==> src/rtl/dct8_pair_feeder.sv <==
// dct8_pair_feeder
//   Input staging for the 8-point butterfly PE. Serial 8-sample frames are
//   captured into a two-bank (ping-pong) register memory. Each full bank is
//   replayed as the four mirrored stage-1 pairs (x[i], x[7-i]), i=0..3, one
//   pair per cycle, each with a one-cycle enable pulse.
// Ports
//   clk, rst_n          clock, async active-low reset
//   in_valid/in_ready   sample handshake, in_data = signed sample, x[0] first
//   bf_ready            downstream may take a pair this cycle
//   bf_enable           registered pulse per issued pair
//   bf_a/bf_b           x[i] / x[7-i] of the issued pair
//   bf_idx, bf_last     pair index i, high with the i=3 pair
module dct8_pair_feeder #(
  parameter int DATA_W = 16
) (
  input  logic              clk,
  input  logic              rst_n,
  input  logic              in_valid,
  output logic              in_ready,
  input  logic [DATA_W-1:0] in_data,
  input  logic              bf_ready,
  output logic              bf_enable,
  output logic [DATA_W-1:0] bf_a,
  output logic [DATA_W-1:0] bf_b,
  output logic [1:0]        bf_idx,
  output logic              bf_last
);

  typedef enum logic {IDLE, ISSUE} state_e;

  logic [1:0][7:0][DATA_W-1:0] mem_q;
  logic [1:0]        full_q, full_d;
  logic              wr_bank_q, wr_bank_d;
  logic [2:0]        wr_cnt_q, wr_cnt_d;
  logic              rd_bank_q;
  logic [1:0]        rd_cnt_q;
  state_e            state_q;

  logic              wr_fire, rd_fire, rd_done;
  logic [1:0]        pidx;
  logic [2:0]        lo_sel, hi_sel;

  logic              en_q, last_q;
  logic [DATA_W-1:0] a_q, b_q;
  logic [1:0]        idx_q;

  // Ready depends only on the registered full flags.
  assign in_ready = !full_q[wr_bank_q];
  assign wr_fire  = in_valid && in_ready;

  // In ISSUE the read bank is full by construction; IDLE waits for it.
  assign rd_fire  = bf_ready && ((state_q == ISSUE) || full_q[rd_bank_q]);
  assign pidx     = (state_q == ISSUE) ? rd_cnt_q : 2'd0;
  assign rd_done  = rd_fire && (pidx == 2'd3);
  assign lo_sel   = {1'b0, pidx};
  assign hi_sel   = 3'd7 - lo_sel;

  // Write bookkeeping plus full flags. The write bank is never full when
  // written and the read bank is full while read, so a set and a clear on
  // the same edge always target different banks.
  always_comb begin
    full_d    = full_q;
    wr_bank_d = wr_bank_q;
    wr_cnt_d  = wr_cnt_q;
    if (wr_fire) begin
      wr_cnt_d = wr_cnt_q + 3'd1;
      if (wr_cnt_q == 3'd7) begin
        full_d[wr_bank_q] = 1'b1;
        wr_bank_d         = !wr_bank_q;
      end
    end
    if (rd_done) full_d[rd_bank_q] = 1'b0;
  end

  always_ff @(posedge clk or negedge rst_n) begin
    if (!rst_n) begin
      full_q    <= '0;
      wr_bank_q <= 1'b0;
      wr_cnt_q  <= '0;
    end else begin
      full_q    <= full_d;
      wr_bank_q <= wr_bank_d;
      wr_cnt_q  <= wr_cnt_d;
    end
  end

  // Sample storage; contents are don't-care until their bank fills.
  always_ff @(posedge clk) begin
    if (wr_fire) mem_q[wr_bank_q][wr_cnt_q] <= in_data;
  end

  // Read FSM with registered pair outputs.
  always_ff @(posedge clk or negedge rst_n) begin
    if (!rst_n) begin
      state_q   <= IDLE;
      rd_bank_q <= 1'b0;
      rd_cnt_q  <= '0;
      en_q      <= 1'b0;
      last_q    <= 1'b0;
      a_q       <= '0;
      b_q       <= '0;
      idx_q     <= '0;
    end else if (rd_fire) begin
      en_q     <= 1'b1;
      last_q   <= (pidx == 2'd3);
      a_q      <= mem_q[rd_bank_q][lo_sel];
      b_q      <= mem_q[rd_bank_q][hi_sel];
      idx_q    <= pidx;
      rd_cnt_q <= pidx + 2'd1;
      if (pidx == 2'd3) begin
        rd_bank_q <= !rd_bank_q;
        // Chain straight into the other bank when it is already full.
        state_q   <= full_q[!rd_bank_q] ? ISSUE : IDLE;
      end else begin
        state_q   <= ISSUE;
      end
    end else begin
      en_q   <= 1'b0;
      last_q <= 1'b0;
    end
  end

  assign bf_enable = en_q;
  assign bf_last   = last_q;
  assign bf_a      = a_q;
  assign bf_b      = b_q;
  assign bf_idx    = idx_q;

endmodule

==> config.mk <==
export PLATFORM = sky130hd
export DESIGN_NAME = dct8_pair_feeder
export DESIGN_NICKNAME = d
export VERILOG_FILES = /design/src/rtl/dct8_pair_feeder.sv
export SDC_FILE = /design/constraint.sdc
export NUM_CORES = 1
export LEC_CHECK = 0
export BUFFER_PORTS_ARGS = -buffer_cell sky130_fd_sc_hd__buf_2
export CORE_ASPECT_RATIO = 1.5
export CORE_UTILIZATION = 60
export DETAILED_ROUTE_END_ITERATION = 10
export HOLD_SLACK_MARGIN = 0.06
export PLACE_DENSITY_LB_ADDON = 0.1
export SETUP_SLACK_MARGIN = 0.15
export SLEW_MARGIN = 10
export SYNTH_ARGS = -nofsm -noshare
export SYNTH_HDL_FRONTEND = slang
export SYNTH_SLANG_ARGS = --single-unit
export TNS_END_PERCENT = 1
==> constraint.sdc <==
create_clock -name clk -period 3.1 [get_ports clk]
set_clock_uncertainty 0.15 [all_clocks]
set_input_delay 0.93 -clock clk [delete_from_list [all_inputs] [get_ports clk]]
set_output_delay 0.93 -clock clk [all_outputs]
set_load 0.03 [all_outputs]
### After elaboration in Yosys (flattened, before gate mapping)

Cells that the tools add are included.

* register bits: 302
* latch bits: 0
* bits in writable memories: 0
* ROM bits: 0
* input port bits: 20
* output and inout bits: 37
* word-level logic and storage cells: 85
* memories: 0

* add/subtract/negate cells: 3
* multiply operators: 0
* div/mod/pow operators: 0
* magnitude comparators: 9
* equal/unequal tests: 2
* shifts and indexed selects: 0
* mux-type cells: 29
* bitwise gates (word level): 3
* reduce and logical (&&, ||, !) cells: 12

Operators by type and width (count)
* 128-bit 2-to-1 mux: 3
* 256-bit bitwise mux: 1
* 128-bit demux with 1-bit select: 1
* 16-bit binary-select mux with 3-bit select: 1
* 16-bit demux with 3-bit select: 1
* 16-bit 2-to-1 mux: 3
* 16-bit binary-select mux with 2-bit select: 1
* 1-bit 2-to-1 mux: 12
* 3-bit by 4-bit less-than comparator with 1-bit output (second input constant): 2
* 2-bit 2-to-1 mux: 4
* 1-bit logical AND: 6
* 1-bit by 2-bit less-than comparator with 1-bit output (second input constant): 3
* 2-bit by 4-bit less-than comparator with 1-bit output (second input constant): 1
* 2-bit AND reduction: 2
* 3-bit by 1-bit adder with 3-bit output (second input constant): 1
* 3-bit equality test (second input constant): 1
* 3-bit by 1-bit >= comparator with 1-bit output (second input constant): 1
* 1-bit logical NOT: 3
* 3-bit by 2-bit subtractor with 3-bit output (first input constant): 1
* 2-bit by 1-bit adder with 2-bit output (second input constant): 1
* 2-bit bitwise AND: 1
* 1-bit demux with 1-bit select: 2
* 2-bit equality test (second input constant): 1
* 1-bit >= comparator (second input constant): 2
* other kinds (3): 3

### Longest topological paths before layout

* word-level depth: 9
* depth in mapped cells: 7
* mapped depth without buffers: 5

### Least setup slack after synthesis

No wires, ideal clock.

* kind: input-to-reg
* start: input in_valid
* end: register mem_q[128] in the netlist's numbering (enable)
* setup time: 430 ps
* arrival: 2630 ps
* required time: 2520 ps
* path slack: -110 ps
* stages on the path: 2
* path buffers: 0
* path through: nand3b_1 > nor4_1

* word-level cells in the longest chain between the ends: 1

RTL lines
* from (decl): line 18 `input logic in_valid,`
* 1-bit logical AND: line 49 `assign wr_fire = in_valid && in_ready;`
* to (signal, indexed assignment): line 89 `if (wr_fire) mem_q[wr_bank_q][wr_cnt_q] <= in_data;`
* to (decl): line 31 `logic [1:0][7:0][DATA_W-1:0] mem_q;`

Every way passes these cells.
A chain may end at the register's enable or synchronous reset.

### Worst setup path after layout

* start: register wr_bank_q
* end: output in_ready

* word-level cells in the longest chain between the ends: 3

RTL lines
* from (decl): line 33 `logic wr_bank_q, wr_bank_d;`
* from (signal assigned): line 82 `wr_bank_q <= wr_bank_d;`
* 1-bit 2-to-1 mux (implied by the code) (2 in series): line 48 `assign in_ready = !full_q[wr_bank_q];`
* 1-bit logical NOT: line 48
* to (decl): line 19 `output logic in_ready,`

Every way passes these cells. The select of a mux whose other input is x is not followed.

==> results.md <==
Run status:
- The run finished with clean final reports.

Synthesis:
- By count the netlist is led by edfxtp_1, mux2_2, mux2i_1, dfrtp_1, nand2_1.
- The library cell with the highest instance count after synthesis is edfxtp_1.
- In the post-synthesis netlist, the biggest area contributors are edfxtp_1, dfrtp_1, mux2_2, mux2i_1, a221o_1.
- The synthesized netlist occupies a cell area of 11690 sq um.
- The net count after synthesis is about 700.
- The share of the synthesized area in the top cell type is 65.73%.
- The synthesized netlist contains 37 unique library cells.
- The number of flip-flops and latches in the synthesized netlist is 302.
- The most used flip-flop cell after synthesis is edfxtp_1.
- After synthesis, the share of flip-flops with an asynchronous set or reset is 15.23%.
- The Yosys step of the flow raised 0 warnings.
- Yosys mapped a number of flops with a built-in enable equal to 256.
- The post-synthesis average cell area is 17.56 sq um.
- Counting every instance in the synthesized netlist gives 666.
- Of the synthesized area, sequential elements account for 75.58%.
- The cell type contributing the most total cell area after synthesis is edfxtp_1.

Drt:
- The overall via count from detail_route is 6095.
- The detailed-routing iteration count for the pre-antenna-repair pass is 4.
- In the routed design, unresolved DRC markers number 0.
- Using the TritonRoute via totals, the vias-per-cell ratio works out to 6.017.
- Wires add up to between 20000 and 25000 um.
- In this run, the number of DRC markers left after iteration 0 of detailed routing was 483.
- Dividing the detail-routed wire length by the instance count gives 22.72 um.
- The count of nets left with antenna violations once routing finished came out at 0.

Floorplanning:
- The die footprint is 20070 sq um.
- Once the floorplan was initialized, standard cells occupied 61.28% of the core.
- 57 I/O pins were placed.
- After floorplanning, the core was sized to cover 19080 sq um.
- In this run the horizontal extent of the chip is between 100 and 150 um.
- From bottom edge to top edge, the die measures 173.0 um.
- The standard-cell row count is 62.

Setup path:
- The kind of critical path is flip-flop to primary output.
- Data on the critical path is required at its endpoint by 2.02 ns.
- Data on the critical path arrives at its endpoint at 1.48 ns.
- In this run the worst path has a maximum fanout of 5.
- STA classifies the critical path endpoint as a primary output.
- The worst setup path is launched from a flip-flop.

Timing:
- The number of max-slew violations in the final report is 0.
- The worst path uses 82.64% of the clock period.
- The final count of negative-setup-slack endpoints is 0.
- The number of failing hold endpoints at the final stage is 0.
- Setup repair after global routing left no endpoint under its margin.
- The time the final worst path needs with I/O delays and setup is approximately 2.6 ns.
- The slew at the pin closest to its max-slew limit is about 0.89 ns.
- Final hold analysis gives a worst-case slack of 0.3258 ns.
- The setup slack after layout is approximately 0.54 ns.
- The worst pin sits at a relative slew slack of between 40% and 50%.
- Based on the critical path, the design can be clocked at up to 390.3 MHz.

Cells and area:
- The area growth from synthesis to layout is 12.92%.
- Cells with a size suffix above 1 make up 27.48% of the layout.
- 0 antenna diodes ended up in the layout.
- The core occupancy in the finished layout is 69.20%.
- At the end of the flow, the number of nets in the layout was 760.

Power and ir drop:
- The final total power is around 12000 uW.
- VDD sags by at most approximately 0.74 mV.
- The leakage power summed over all cells is 0.004768 uW.
- The power density over the cells is 932.1 nW/um^2.

CTS:
- Buffers inserted during clock tree synthesis total 26.
- The number of buffers inserted by hold repair at cts is 0.
- The deepest level of the CTS H-tree is 1.
- Counting along the longest clock path gives a buffer depth of 3.
- Post-CTS repair changed the size of 0 cells.
- The post-CTS setup buffer count is 0.
- The post-CTS clock slew at the launch and capture registers of the worst setup and hold paths is about 0.060 ns.
- TritonCTS built the clock tree.
- The cell sitting at the root of the clock tree is a clkbuf_16.
- The later pin in the worst-skew pair is clocked with a latency of roughly 0.54 ns.
- Clock tree synthesis found a total of slightly above 300 sinks.

Placement:
- The global placer's final weighted congestion is 0.7327.
- Summed over all nets, the half-perimeter wirelength after detailed placement is 12930 um.
- The number of buffer cells added on primary ports is 56.
- The pre-CTS setup slack is 0.7759 ns.

Min path:
- The tightest min-delay check is of the flip-flop to flip-flop type.

Run:
- The number of max-capacitance violations reported is 0.

Global routing:
- The first global-routing pass estimated around 35000 um of wire.
- Summed over all layers, the global routing overflow is 0.
- The number of antenna violations at the first check in global routing is 0.
- The total global routing track utilization is between 20% and 30%.
- The number of global-route vias before repair is 6350.
- Entering global routing, the biggest net connects 66 pins.
## metal layers
layer | GRT usage [%] | wire length [um]
met5 | 0 | 0
met4 | 6.891 | 513
met3 | 3.049 | 975
met2 | 42.53 | 12310
met1 | 30.98 | 9209
## worst max-delay path, cell delays in order, from the launching register on
cell     delay [ns]
dfrtp_1        0.42
mux2i_1        0.29
buf_2          0.24
## sequential cells by signal (all words and copies together), names as in the netlist, 2 cells and up
| register | count |
|---|---|
| rd_cnt_q | 2 |
| bf_a | 16 |
| bf_b | 16 |
| full_q | 2 |
| bf_idx | 2 |
| wr_cnt_q | 3 |
| mem_q | 256 |
## placed cells by master (no fill, tap or decap), drive strengths merged
| master | synthesis | layout |
|---|---|---|
| mux2i | 65 | 65 |
| nor2 | 10 | 10 |
| ha | 3 | 3 |
| mux2 | 67 | 67 |
| a21oi | 5 | 5 |
| a311oi | 1 | 1 |
| clkinvlp | 0 | 2 |
| inv | 2 | 2 |
| bufinv | 0 | 3 |
| nand3b | 2 | 2 |
| a31oi | 1 | 1 |
| and3b | 1 | 1 |
| xnor2 | 2 | 2 |
| clkbuf | 14 | 33 |
| a22o | 2 | 2 |
| nand2 | 45 | 45 |
| o21ai | 34 | 34 |
| nor3 | 8 | 8 |
| o21a | 1 | 1 |
| o22ai | 32 | 32 |
| and2 | 4 | 4 |
| nor4 | 2 | 2 |
| nor2b | 1 | 1 |
| dfrtp | 46 | 46 |
| nand3 | 2 | 2 |
| buf | 25 | 82 |
| clkinv | 0 | 10 |
| a221o | 32 | 32 |
| nand2b | 3 | 3 |
| edfxtp | 256 | 256 |
## cell type report
type | instances | area, sq um
fillers | 1314 | 5877
flip-flops and latches | 302 | 8842
clock buffers | 33 | 686.9
clock inverters | 15 | 167.7
inverters | 2 | 7.507
well taps | 256 | 320.3
multi-input cells | 323 | 2669
repair buffers | 82 | 513.0
## through the flow
stage | setup TNS (ns) | cells | cell area, sq um
after floorplan | -1.034 | 666 | 11700
after global placement | 0 | 965 | 12350
after detailed placement | 0 | 965 | 12350
after CTS | 0 | 1013 | 13210
after global routing | 0 | 1013 | 13210
final | 0 | 1013 | 13210
## worst paths after layout
check / end / start / cells past startpoint / slack (ns)
max: in_ready / wr_bank_q / 2 / 0.54
min: bf_b[12] / bf_b[12] / 2 / 0.33
max reg2reg: bf_a[2] / rd_bank_q / 5 / 0.76
min reg2reg: bf_b[12] / bf_b[12] / 2 / 0.33
max in group asynchronous: bf_b[1] / rst_n / 2 / 1.73
min in group asynchronous: rd_cnt_q[1] / rst_n / 1 / 0.38
## where the power goes
part / leakage, uW / total, uW / switching [uW] / internal [uW]
Sequential: 0.00286 / 5370 / 419 / 4950
Combinational: 0.00149 / 3710 / 2210 / 1500
Clock: 0.000415 / 3230 / 1400 / 1830
## kinds of logic after synthesis
family	count (synthesis)	share of synthesized area, %
AOI/OAI and AO/OA	108	6.623
xor gates and xnor gates	2	0.2140
adders and majority gates	3	0.3210
buffers and inverters	41	2.161
DFF	302	75.57
muxes	132	12.05
and+or+nand+nor	78	3.060
No activity file was read; power rests on OpenSTA's default activity.
